`src/rtl/maple_pattern_decoder.sv`:
```
// maple_pattern_decoder
//   Decodes Maple bus start-of-frame (SDCKA low, SDCKB pulsing) and end-of-frame
//   (SDCKB low, SDCKA pulsing) patterns from one-cycle line edge strobes.
//   Adds a gating enable, classified error codes and the captured pulse count.
//
// Optional feature: define MAPLE_PATTERN_TIMEOUT_EN to abort a pattern that
//   stays in a counting state for TIMEOUT_CYCLES clocks (error_code 3).
//
// Ports:
//   clk            system clock, all logic on posedge
//   reset          asynchronous active-low reset
//   enable         decoder armed; low returns to IDLE at next clk
//   sdcka_posedge  strobe, SDCKA rising
//   sdcka_negedge  strobe, SDCKA falling
//   sdckb_posedge  strobe, SDCKB rising
//   sdckb_negedge  strobe, SDCKB falling
//   start_frame    one-cycle pulse, valid start pattern
//   end_frame      one-cycle pulse, valid end pattern
//   pattern_error  one-cycle pulse, malformed pattern
//   error_code     cause of last error (1 short, 2 long, 3 timeout, 4 collision), held
//   pulse_count    pulses counted in last completed pattern, held
module maple_pattern_decoder #(
  parameter int unsigned START_PULSES   = 4,
  parameter int unsigned END_PULSES     = 2,
  parameter int unsigned CNT_W          = 8,
  parameter int unsigned TIMEOUT_CYCLES = 1000,
  parameter int unsigned TO_W           = 16
) (
  input  logic             clk,
  input  logic             reset,
  input  logic             enable,
  input  logic             sdcka_posedge,
  input  logic             sdcka_negedge,
  input  logic             sdckb_posedge,
  input  logic             sdckb_negedge,
  output logic             start_frame,
  output logic             end_frame,
  output logic             pattern_error,
  output logic [2:0]       error_code,
  output logic [CNT_W-1:0] pulse_count
);

  localparam logic [CNT_W-1:0] StartTarget = CNT_W'(START_PULSES);
  localparam logic [CNT_W-1:0] EndTarget   = CNT_W'(END_PULSES);

  localparam logic [2:0] ErrShort     = 3'd1;
  localparam logic [2:0] ErrLong      = 3'd2;
  localparam logic [2:0] ErrTimeout   = 3'd3;
  localparam logic [2:0] ErrCollision = 3'd4;

  typedef enum logic [2:0] {
    StIdle     = 3'b001,
    StCntStart = 3'b010,
    StCntEnd   = 3'b100
  } state_e;

  state_e           state_q, state_d;
  logic [CNT_W-1:0] cnt_q, cnt_d;
  logic             start_q, start_d;
  logic             end_q, end_d;
  logic             err_q, err_d;
  logic [2:0]       code_q, code_d;
  logic [CNT_W-1:0] pc_q, pc_d;

  // Count including any pulse seen this cycle, saturating at all-ones.
  logic [CNT_W-1:0] cnt_sat_inc;
  logic [CNT_W-1:0] final_cnt;
  logic [CNT_W-1:0] target;
  logic             is_start;
  logic             done;
  logic             timeout_hit;

  assign cnt_sat_inc = (cnt_q == '1) ? cnt_q : cnt_q + CNT_W'(1);

`ifdef MAPLE_PATTERN_TIMEOUT_EN
  localparam logic [TO_W-1:0] ToLast = TO_W'(TIMEOUT_CYCLES - 1);

  logic [TO_W-1:0] to_q, to_d;

  always_comb begin
    to_d        = '0;
    timeout_hit = 1'b0;
    if (state_q != StIdle) begin
      to_d        = to_q + TO_W'(1);
      timeout_hit = (to_q == ToLast);
    end
  end

  always_ff @(posedge clk or negedge reset) begin
    if (!reset) begin
      to_q <= '0;
    end else if (!enable || state_d == StIdle) begin
      to_q <= '0;
    end else begin
      to_q <= to_d;
    end
  end
`else
  logic unused_timeout_cfg;
  assign unused_timeout_cfg = ^{TO_W, TIMEOUT_CYCLES};
  assign timeout_hit        = 1'b0;
`endif

  always_comb begin
    state_d   = state_q;
    cnt_d     = cnt_q;
    start_d   = 1'b0;
    end_d     = 1'b0;
    err_d     = 1'b0;
    code_d    = code_q;
    pc_d      = pc_q;
    final_cnt = cnt_q;
    target    = StartTarget;
    is_start  = 1'b0;
    done      = 1'b0;

    unique case (state_q)
      StIdle: begin
        cnt_d = '0;
        if (sdcka_negedge && sdckb_negedge) begin
          err_d  = 1'b1;
          code_d = ErrCollision;
        end else if (sdcka_negedge) begin
          state_d = StCntStart;
        end else if (sdckb_negedge) begin
          state_d = StCntEnd;
        end
      end
      StCntStart: begin
        final_cnt = sdckb_negedge ? cnt_sat_inc : cnt_q;
        target    = StartTarget;
        is_start  = 1'b1;
        done      = sdcka_posedge;
        cnt_d     = final_cnt;
      end
      StCntEnd: begin
        final_cnt = sdcka_negedge ? cnt_sat_inc : cnt_q;
        target    = EndTarget;
        done      = sdckb_posedge;
        cnt_d     = final_cnt;
      end
      default: begin
        state_d = StIdle;
        cnt_d   = '0;
      end
    endcase

    // Completion takes priority over a coincident timeout.
    if (done) begin
      state_d = StIdle;
      cnt_d   = '0;
      pc_d    = final_cnt;
      if (final_cnt == target) begin
        start_d = is_start;
        end_d   = !is_start;
      end else if (final_cnt != '0) begin
        err_d  = 1'b1;
        code_d = (final_cnt < target) ? ErrShort : ErrLong;
      end
    end else if (timeout_hit) begin
      state_d = StIdle;
      cnt_d   = '0;
      pc_d    = final_cnt;
      err_d   = 1'b1;
      code_d  = ErrTimeout;
    end

    if (!enable) begin
      state_d = StIdle;
      cnt_d   = '0;
      start_d = 1'b0;
      end_d   = 1'b0;
      err_d   = 1'b0;
      code_d  = code_q;
      pc_d    = pc_q;
    end
  end

  always_ff @(posedge clk or negedge reset) begin
    if (!reset) begin
      state_q <= StIdle;
      cnt_q   <= '0;
      start_q <= 1'b0;
      end_q   <= 1'b0;
      err_q   <= 1'b0;
      code_q  <= '0;
      pc_q    <= '0;
    end else begin
      state_q <= state_d;
      cnt_q   <= cnt_d;
      start_q <= start_d;
      end_q   <= end_d;
      err_q   <= err_d;
      code_q  <= code_d;
      pc_q    <= pc_d;
    end
  end

  assign start_frame   = start_q;
  assign end_frame     = end_q;
  assign pattern_error = err_q;
  assign error_code    = code_q;
  assign pulse_count   = pc_q;

endmodule

```
`config.mk`:
```
export PLATFORM = sky130hd
export DESIGN_NAME = maple_pattern_decoder
export DESIGN_NICKNAME = d
export VERILOG_FILES = /design/src/rtl/maple_pattern_decoder.sv
export SDC_FILE = /design/constraint.sdc
export NUM_CORES = 1
export LEC_CHECK = 0
export BUFFER_PORTS_ARGS = -buffer_cell sky130_fd_sc_hd__buf_2
export CAP_MARGIN = 20
export CELL_PAD_IN_SITES_DETAIL_PLACEMENT = 1
export CELL_PAD_IN_SITES_GLOBAL_PLACEMENT = 2
export CORE_ASPECT_RATIO = 1.1
export CORE_UTILIZATION = 39
export CTS_BUF_LIST = sky130_fd_sc_hd__clkbuf_4
export DETAILED_ROUTE_END_ITERATION = 16
export GPL_TIMING_DRIVEN = 0
export PLACE_DENSITY = 0.95
export SLEW_MARGIN = 20
export SYNTH_ARGS = -nofsm -noshare
export SYNTH_HDL_FRONTEND = slang
export SYNTH_SLANG_ARGS = --single-unit
export TNS_END_PERCENT = 10
```
`constraint.sdc`:
```
create_clock -name clk -period 3.87 [get_ports clk]
set_input_delay 0.387 -clock clk [delete_from_list [all_inputs] [get_ports clk]]
set_output_delay 0.387 -clock clk [all_outputs]
set_load 0.01 [all_outputs]
```
==> flow_summary_export.csv, run 1 <==
group,metric,value,unit
status,status,"completed",
global_routing,grt_max_degree,26,
critical_path,cp-endpoint,"error_code[1]",
floorplan,io_pins,21,
clock_network,cts_sinks,25,
routing,wirelength,4140,um
placement,gp_congestion,0.884,
yosys,synthArstFlopShare,1.00,
critical_path,r2r-start,"state_q[2]",
critical_path,r2r_end,"error_code[1]",
clock_network,cts_buffer_depth,2,
placement,dpl.hpwl,3130,um
critical_path,crit_arrival,3.20,ns
routing,drtIter0Drc,47,
sta,drv_slew,0,
yosys,yosys_warnings,0,
yosys,ys_ff_latch,25,
critical_path,start_kind,"flip-flop",
floorplan,core,3710,um2
sta,worst_slack,0.897,ns
flow_run,maxCapViolCount,0,
sta,holdWs,0.0184,ns
sta,setup_tns,0,ns
layout,n_antenna_cell,0,
layout,final_cell_area,1740,um2
sta,final.setup_skew,0.0109,ns
sta,relSlewSlack,0.616,
layout,drive_gt1_frac,0.177,
yosys,synth_ff_type,"dfrtp_1",
power,peakVddDrop,0.143,mV
routing,dr.pass1.iters,4,
clock_network,tritoncts,"done",
routing,remaining_drc_errors,0,
clock_network,clock_latency,0.34,ns
global_routing,grt.overflow.total,0,
yosys,synth_area_per_cell,8.87,um2
sta,setup_violations,0,
critical_path,path_class,"reg -> reg",
routing,drtAntennaViolNets,0,
global_routing,grt_pass1_wl,7030,um
layout,final_core_util,0.467,
routing,vias,1421,
floorplan,dieArea,4210,um2
sta,period_share,0.768,
sta,finalHoldViolations,0,
layout,final_nets,209,
critical_path,reg2reg_depth,11,
placement,portBuffers,20,
clock_network,cts_max_level,1,
critical_path,crit_start,"state_q[2]",
routing,wl_per_cell,16.7,um
floorplan,die_w,62.0,um
placement,post_dp_cell_area,1710,um2
yosys,syn_area,1540,um2
global_routing,first_global_vias,1499,
clock_network,cts_root_buf,"clkbuf_4",
clock_network,hold_buffers,0,
floorplan,die_y,68.0,um
yosys,yosysSeqAreaShare,0.406,
global_routing,antenna_found_initial,0,
clock_network,cts_setup_buffers,0,
sta,period_minus_slack,2.97,ns
yosys,syn_nets,184,
yosys,synth_edf_count,0,
critical_path,regToRegSetupSlack,0.90,ns
critical_path,worstPathMaxFanout,10,
critical_path,worst_setup_path_end_kind,"flip-flop",
yosys,synthCells,174,
floorplan,rows,23,
power,power-per-cell-area,278,nW/um2
placement,place_ws,0.976,ns
worst_hold_path,hold_path.class,"in -> async",
clock_network,cts_resized,0,
clock_network,cts.clk_slew.worst_paths,0.16,ns
sta,fmax,336,MHz
sta,tightest_slew,0.577,ns
clock_network,cts_buffers,3,
power,p_leak,0.780,nW
sta,rsz0062_at_grt,"false",
yosys,synth_cell_type_count,50,
critical_path,cp_data_required_time,4.10,ns
global_routing,grt_util_all_layers,0.228,
floorplan,start_util,0.416,
layout,area_delta_synth_final,12.5,%
routing,vias_per_cell,5.73,
metrics by stage:
stage	total power, mW	instances
after floorplan	0.330	174
after global placement	0.357	244
after detailed placement	0.362	244
after CTS	0.493	248
after global routing	0.515	248
final	0.483	248
registers in the layout, indices dropped and copies added, names as in the netlist:
signal,cells
cnt_q,8
error_code,3
pulse_count,8
end_frame,1
pattern_error,1
state_q,3
start_frame,1
power breakdown:
| part | switching (mW) | internal, mW | total (mW) |
|---|---|---|---|
| Sequential | 0.00833 | 0.275 | 0.283 |
| Combinational | 0.0427 | 0.0289 | 0.0716 |
| Clock | 0.0886 | 0.0396 | 0.128 |
| Total | 0.140 | 0.343 | 0.483 |
area by class of cell:
class / count / area, um2
inverters: 5 / 18.8
plain buffers: 6 / 26.3
repair buffers: 20 / 100
flip-flops and latches: 25 / 627
clock buffers: 3 / 22.5
clock inverters: 1 / 7.51
fillers: 454 / 1980
multi-input cells: 138 / 871
well taps: 50 / 62.6
Yosys cell counts (2+ instances only):
master,count,area share
a211oi_1,3,0.015
a21boi_0,2,0.0097
a21oi_1,8,0.026
a31oi_1,2,0.0081
and2_1,2,0.0081
buf_2,3,0.0097
clkbuf_1,3,0.0073
dfrtp_1,24,0.39
ha_1,3,0.024
inv_1,5,0.012
mux2i_1,4,0.026
nand2_1,26,0.063
nand2b_1,5,0.020
nand3_1,6,0.019
nand3b_1,2,0.0097
nand4_1,5,0.020
nand4bb_1,2,0.015
nor2_1,15,0.036
nor2b_1,2,0.0081
nor3_1,4,0.013
nor3b_1,2,0.0097
nor4b_1,2,0.011
o21a_1,2,0.0097
o21ai_0,10,0.032
o21bai_1,2,0.0097
o22ai_1,2,0.0081
o31ai_1,2,0.0097
or3_1,3,0.012
xor2_1,2,0.011
placed cells by master, fill, tap and decap left out, drive strengths merged, types with 2 or more instances in the layout:
master    n
a31oi     2
clkbuf    6
nand4bb   2
xor2      2
and2      2
or3       3
nand3     6
or2       2
a211oi    3
nor2     15
ha        3
a21oi     8
o31ai     3
nor3      4
o21a      2
buf      23
nand2b    5
and4bb    2
inv       5
o22ai     3
dfrtp    24
mux2i     4
a21boi    3
nor4b     2
nor3b     2
nor2b     2
nand4     5
o21ai    11
o21bai    2
o41ai     2
nand3b    2
nand2    26
layer usage:
metal | part of all wire | GRT usage
met5 | 0 | 0
met4 | 0.023 | 0.108
met3 | 0.015 | 0.0227
met2 | 0.51 | 0.380
met1 | 0.45 | 0.289
how the worst min path moves through the flow:
stage,startpoint,to,slack (ns),depth (start not counted)
after floorplan,reset,cnt_q[0],0.09,0
after global placement,reset,cnt_q[4],0.41,1
after global routing,reset,cnt_q[2],0.05,1
after CTS,reset,cnt_q[2],0.04,1
final,reset,cnt_q[2],0.02,1
after detailed placement,reset,cnt_q[2],0.43,1
critical path, cell delays in order (launching register included):
cell and delay (ns):
dfrtp_1 0.42, buf_2 0.18, and4bb_4 0.38, o22ai_4 0.13, o22ai_1 0.39, inv_1 0.10, ha_1 0.33, nand2_1 0.11
a21boi_0 0.17, o41ai_2 0.38, o21bai_1 0.17, nand3_1 0.08
logic make-up (layout without fill, tap and decap cells):
kind of cell | Yosys count | after routing | share of synthesized area
XOR/XNOR | 3 | 3 | 0.0170
AND/OR/NAND/NOR | 84 | 84 | 0.293
multiplexers | 4 | 4 | 0.0260
AO/OA/AOI/OAI | 44 | 44 | 0.204
buffers and inverters | 11 | 35 | 0.0292
flip-flops | 25 | 25 | 0.406
adder cells (fa/ha/maj) | 3 | 3 | 0.0243
Power figures use the tool's default switching activity.
==> run 2, diff against run 1 <==
--- a/config.mk
+++ b/config.mk
@@ -5,16 +5,17 @@
 export SDC_FILE = /design/constraint.sdc
 export NUM_CORES = 1
 export LEC_CHECK = 0
+export ABC_AREA = 1
 export BUFFER_PORTS_ARGS = -buffer_cell sky130_fd_sc_hd__buf_2
 export CAP_MARGIN = 20
 export CELL_PAD_IN_SITES_DETAIL_PLACEMENT = 1
 export CELL_PAD_IN_SITES_GLOBAL_PLACEMENT = 2
 export CORE_ASPECT_RATIO = 1.1
-export CORE_UTILIZATION = 39
+export CORE_UTILIZATION = 33
 export CTS_BUF_LIST = sky130_fd_sc_hd__clkbuf_4
 export DETAILED_ROUTE_END_ITERATION = 16
 export GPL_TIMING_DRIVEN = 0
-export PLACE_DENSITY = 0.95
+export PLACE_DENSITY = 0.92
 export SLEW_MARGIN = 20
 export SYNTH_ARGS = -nofsm -noshare
 export SYNTH_HDL_FRONTEND = slang
==> constraint.sdc (replaced) <==
create_clock -name clk -period 2.8 [get_ports clk]
set_input_delay 0.28 -clock clk [delete_from_list [all_inputs] [get_ports clk]]
set_output_delay 0.28 -clock clk [all_outputs]
set_load 0.01 [all_outputs]
==> run 2 against run 1 <==
Net effect:
- clock power increased by 45%
- critical path type unchanged
- highest routed layer unchanged
- total power up 120%
- clock-buffer cell count stayed put
==> flow_summary_export.csv, run 2 <==
group,metric,value,unit
yosys,syn_area,1570,um2
power,p_clk_frac,0.178,
yosys,synth_ff_type,"dfrtp_1",
floorplan,rows,25,
clock_network,cts.clk_slew.worst_paths,0.16,ns
critical_path,reg2reg_depth,21,
yosys,synthArstFlopShare,1.00,
power,p_seq_frac,0.469,
routing,wirelength,4240,um
routing,wl_per_cell,13.6,um
clock_network,cts_buffers,3,
yosys,yosysSeqAreaShare,0.399,
placement,place_ws,0.265,ns
flow_run,maxCapViolCount,0,
power,p_leak,1.00,nW
floorplan,core,4440,um2
floorplan,die_w,67.8,um
clock_network,clock_latency,0.34,ns
layout,final_nets,268,
critical_path,regToRegSetupSlack,0.27,ns
worst_hold_path,min_from,"enable",
clock_network,cts_root_buf,"clkbuf_4",
global_routing,grt_pass1_wl,6980,um
sta,fmax,395,MHz
routing,remaining_drc_errors,0,
floorplan,dieArea,5040,um2
sta,finalHoldViolations,0,
worst_hold_path,min_to,"error_code[0]",
power,internal-power,0.626,mW
layout,n_antenna_cell,0,
sta,period_share,0.905,
yosys,syn_nets,234,
placement,dpl.hpwl,3120,um
worst_hold_path,hold_path.class,"in -> reg",
sta,drv_slew,0,
critical_path,start_kind,"flip-flop",
sta,final.setup_skew,0.00526,ns
floorplan,io_pins,21,
sta,setup_tns,0,ns
layout,layout_commonest_cell,"nand2_1",
routing,drtIter0Drc,53,
power,swShare,0.398,
sta,period_minus_slack,2.53,ns
clock_network,tritoncts,"done",
routing,vias,1533,
layout,final_cell_area,1850,um2
clock_network,cts_max_level,1,
critical_path,path_class,"reg -> reg",
sta,worst_slack,0.266,ns
sta,relSlewSlack,0.589,
critical_path,r2r-start,"cnt_q[0]",
yosys,yosys_warnings,0,
power,power-per-cell-area,563,nW/um2
layout,area_delta_synth_final,17.5,%
layout,final_core_util,0.416,
layout,drive_gt1_frac,0.237,
power,comb_power_share,0.353,
routing,dr.pass1.iters,4,
routing,vias_per_cell,4.93,
yosys,synth_cell_type_count,28,
layout,final_cell_mix,"nand2_1, nor2_1, inv_1, dfrtp_1, buf_2",
clock_network,cts_buffer_depth,2,
critical_path,cp_data_required_time,3.06,ns
status,status,"completed",
critical_path,worstPathMaxFanout,6,
yosys,synthTopCellsByArea,"dfrtp_1, nand2_1, nor2_1",
clock_network,cts_sinks,25,
critical_path,crit_start,"cnt_q[0]",
critical_path,worst_setup_path_end_kind,"flip-flop",
floorplan,die_y,74.4,um
critical_path,r2r_end,"error_code[2]",
yosys,synth_area_leader_cell,"dfrtp_1",
critical_path,crit_arrival,2.79,ns
global_routing,antenna_found_initial,0,
routing,drtAntennaViolNets,0,
placement,post_dp_cell_area,1740,um2
sta,tightest_slew,0.617,ns
yosys,synth_most_common_cell,"nand2_1",
yosys,synth_edf_count,0,
floorplan,start_util,0.354,
yosys,synth.top_cell.area_share,0.382,
global_routing,grt_max_degree,26,
sta,setup_violations,0,
yosys,synth_area_per_cell,7.02,um2
placement,portBuffers,20,
sta,holdWs,0.221,ns
global_routing,first_global_vias,1529,
global_routing,grt_util_all_layers,0.185,
power,p_switching,0.414,mW
worst_hold_path,min_delay_path_depth,3,
placement,gp_congestion,0.806,
power,peakVddDrop,0.206,mV
global_routing,grt.overflow.total,0,
yosys,ys_ff_latch,25,
yosys,synthCells,224,
yosys,synthTopCellsByCount,"nand2_1, nor2_1, inv_1",
run 2: worst max path at each step:
stage          slack (ns)       endpoint
4_1_cts              0.24  error_code[2]
3_3_place_gp         0.29  error_code[2]
3_5_place_dp         0.26  error_code[2]
2_1_floorplan        0.60  error_code[2]
5_1_grt             -0.02  error_code[2]
6_report             0.27  error_code[2]
run 2: per-layer routing:
layer,part of all wire,up-vias,routed length (um),GRT usage
met1,0.48,738,2030,0.240
met3,0.018,5,76,0.0184
met4,0.012,0,51,0.0486
li1,-,774,-,-
met5,0,-,0,0
met2,0.49,16,2080,0.325
run 2: power groups by stage:
| stage | Clock (mW) | Sequential (mW) | Combinational (mW) |
|---|---|---|---|
| final | 0.185 | 0.488 | 0.367 |
| after global routing | 0.201 | 0.499 | 0.418 |
| after CTS | 0.194 | 0.488 | 0.369 |
| after detailed placement | 0 | 0.495 | 0.366 |
| after global placement | 0 | 0.493 | 0.355 |
| after floorplan | 0 | 0.523 | 0.202 |
run 2: what timing repair did:
action	CTS	global route
setup buffers	0	8
hold buffers	1	0
gates resized for setup	0	3
setup endpoints to repair	0	2
hold endpoints to repair	24	0
run 2: critical path: stages, from the launching register on:
cell,delay [ns]
dfrtp_1,0.44
ha_2,0.23
nand2_4,0.07
nor2_4,0.16
nand2_4,0.09
inv_2,0.07
nand2_1,0.05
nand2_1,0.06
nand2_1,0.07
nand3_2,0.08
inv_1,0.06
ha_1,0.28
nand2_1,0.06
inv_1,0.05
nand2_1,0.06
nor2_1,0.04
nand3_1,0.11
nand2_1,0.08
nor2_2,0.17
nand2_1,0.09
o21ai_1,0.08
inv_1,0.04
run 2: area by class of cell:
class	count	area [um2]
buffer	2	8.76
clock buffer	3	22.5
clock inverter	1	7.51
fill	589	2590
inverter	29	111
multi-input combinational	168	832
sequential	25	627
tap	54	67.6
timing repair buffer	29	170
run 2: kinds of logic (layout without fill, tap and decap cells):
family / Yosys count / in the layout / share of synthesized area
simple gates: 141 / 141 / 0.418
buf+inv: 31 / 64 / 0.0764
flops: 25 / 25 / 0.399
compound gates: 24 / 24 / 0.0828
fa+ha+maj: 3 / 3 / 0.0239
run 2: metrics by stage:
| step | instances | power, mW |
|---|---|---|
| floorplan | 224 | 0.725 |
| global placement | 298 | 0.848 |
| detailed placement | 298 | 0.861 |
| CTS | 303 | 1.05 |
| global route | 311 | 1.12 |
| finish | 311 | 1.04 |
==> run 3, diff against run 2 <==
--- a/config.mk
+++ b/config.mk
@@ -10,7 +10,7 @@
 export CAP_MARGIN = 20
 export CELL_PAD_IN_SITES_DETAIL_PLACEMENT = 1
 export CELL_PAD_IN_SITES_GLOBAL_PLACEMENT = 2
-export CORE_ASPECT_RATIO = 1.1
+export CORE_ASPECT_RATIO = 1.25
 export CORE_UTILIZATION = 33
 export CTS_BUF_LIST = sky130_fd_sc_hd__clkbuf_4
 export DETAILED_ROUTE_END_ITERATION = 16
==> run 3 against run 2 <==
Net effect:
- die area about the same
- non-clock buffer count decreased by 5
- critical path type unchanged
- highest routed layer unchanged
- total power decreased by 0.92%
- sequential share of layout area increased by 0.56 points
- largest cell class unchanged
- flip-flop and latch count unchanged
- sequential power about the same
- via count decreased by 0.98%
- final cell count decreased by 0.32%
==> flow_summary_export.csv, run 3 (synthesis gave the netlist of run 2 again) <==
group,metric,value,unit
routing,vias,1518,
layout,multi_input_area,835,um2
critical_path,worst_setup_path_end_kind,"flip-flop",
floorplan,die_w,63.7,um
sta,setup_violations,0,
sta,relSlewSlack,0.589,
layout,final_cell_mix,"nand2_1, nor2_1, inv_1, dfrtp_1, buf_2",
routing,wirelength,4010,um
placement,place_ws,0.260,ns
critical_path,start_kind,"flip-flop",
layout,final_nets,263,
clock_network,cts_max_level,1,
global_routing,grt_util_all_layers,0.176,
clock_network,cts_buffer_depth,2,
floorplan,rows,27,
routing,drtAntennaViolNets,0,
critical_path,crit_start,"cnt_q[0]",
routing,vias_per_cell,4.90,
layout,regArea,627,um2
placement,gp_congestion,0.735,
power,power-per-cell-area,567,nW/um2
critical_path,cp_data_required_time,3.05,ns
critical_path,worstPathMaxFanout,7,
sta,fmax,400,MHz
floorplan,dieArea,5040,um2
global_routing,antenna_found_initial,0,
floorplan,io_pins,21,
clock_network,cts_buffers,3,
global_routing,grt_pass1_wl,6940,um
critical_path,r2r-start,"cnt_q[0]",
placement,portBuffers,20,
critical_path,crit_arrival,2.75,ns
global_routing,first_global_vias,1530,
critical_path,path_class,"reg -> reg",
sta,rsz0062_at_grt,"false",
clock_network,cts_sinks,25,
power,peakVddDrop,0.259,mV
global_routing,grt.overflow.total,0,
sta,period_share,0.893,
routing,drtIter0Drc,43,
routing,remaining_drc_errors,0,
layout,drive_gt1_frac,0.230,
flow_run,maxCapViolCount,0,
layout,layout_commonest_cell,"nand2_1",
sta,worst_slack,0.299,ns
placement,dpl.hpwl,3050,um
routing,dr.pass1.iters,4,
floorplan,start_util,0.350,
sta,setup_tns,0,ns
sta,drv_slew,0,
worst_hold_path,min_from,"enable",
layout,area_delta_synth_final,15.6,%
clock_network,cts_root_buf,"clkbuf_4",
layout,n_antenna_cell,0,
clock_network,tritoncts,"done",
status,status,"completed",
sta,period_minus_slack,2.50,ns
global_routing,grt_max_degree,26,
sta,finalHoldViolations,0,
power,p_leak,0.962,nW
clock_network,clock_latency,0.33,ns
floorplan,die_y,79.2,um
layout,fill_cells,589,
worst_hold_path,hold_path.class,"in -> reg",
sta,final.setup_skew,0.00112,ns
sta,tightest_slew,0.617,ns
clock_network,cts.clk_slew.worst_paths,0.16,ns
floorplan,core,4490,um2
routing,wl_per_cell,12.9,um
-- run 3: cell count changes in the layout (fill, tap and decap cells not counted) --
cell	before	now
nor2_1	27	26
nor2_2	6	7
nand2_4	4	3
nand3_2	4	5
nand3_1	18	17
nand2_2	3	4
buf_4	8	3
-- run 3: worst paths after layout --
kind	end	slack [ns]	depth (start not counted)
max in group asynchronous	cnt_q[2]	1.96	2
worst min register to register	pulse_count[4]	0.49	2
worst max-delay path	error_code[2]	0.30	21
min in group asynchronous	cnt_q[7]	0.46	2
worst min-delay path	error_code[0]	0.24	3
worst max register to register	error_code[2]	0.30	21
-- run 3: final cells by class --
cell class | count | area share
plain buffers | 2 | 0.00482
clock buffers | 3 | 0.0124
repair buffers | 24 | 0.0730
inverters | 29 | 0.0613
multi-input cells | 168 | 0.459
well taps | 58 | 0.0399
clock inverters | 1 | 0.00413
flip-flops and latches | 25 | 0.345
-- run 3: worst max-delay path, stage by stage, from the launching register on --
cell and delay, ns:
dfrtp_1 0.44, ha_2 0.21, nand2_2 0.10, nor2_4 0.17, nand2_4 0.09, inv_2 0.07, nand2_1 0.05, nand2_1 0.06
nand2_1 0.07, nand3_2 0.09, inv_1 0.06, ha_1 0.28, nand2_1 0.06, inv_1 0.05, nand2_1 0.06, nor2_1 0.04
nand3_2 0.07, nand2_1 0.07, nor2_2 0.16, nand2_1 0.08, o21ai_1 0.08, inv_1 0.05
-- run 3: routing by layer --
metal,GRT usage,vias to the layer above,wire [um]
met5,0,-,0
met4,0.0477,0,55
met3,0.0129,6,61
met2,0.324,16,2090
met1,0.217,734,1800
li1,-,762,-
-- run 3: metrics by stage --
step / cell area [um2] / hold WS (ns) / instances / power, mW / utilization
after floorplan: 1570 / -0.0156 / 224 / 0.725 / -
after global placement: 1740 / 0.324 / 302 / 0.851 / 0.388
after detailed placement: 1740 / 0.325 / 302 / 0.859 / 0.388
after CTS: 1780 / 0.227 / 307 / 1.04 / 0.397
after global routing: 1820 / 0.232 / 310 / 1.11 / 0.404
final: 1820 / 0.236 / 310 / 1.03 / 0.404
-- run 3: power by group --
group | switching (mW) | internal, mW | total (mW) | leakage [nW]
sequential | 0.0484 | 0.440 | 0.489 | 0.328
combinational | 0.232 | 0.128 | 0.360 | 0.620
clock | 0.126 | 0.0547 | 0.181 | 0.0139
-- run 3: what timing repair did --
item | in CTS | in global routing
hold endpoints to repair | 24 | 0
buffers inserted | 0 | 3
hold buffers | 1 | 0
setup endpoints to repair | 0 | 1
resized for setup | 0 | 4
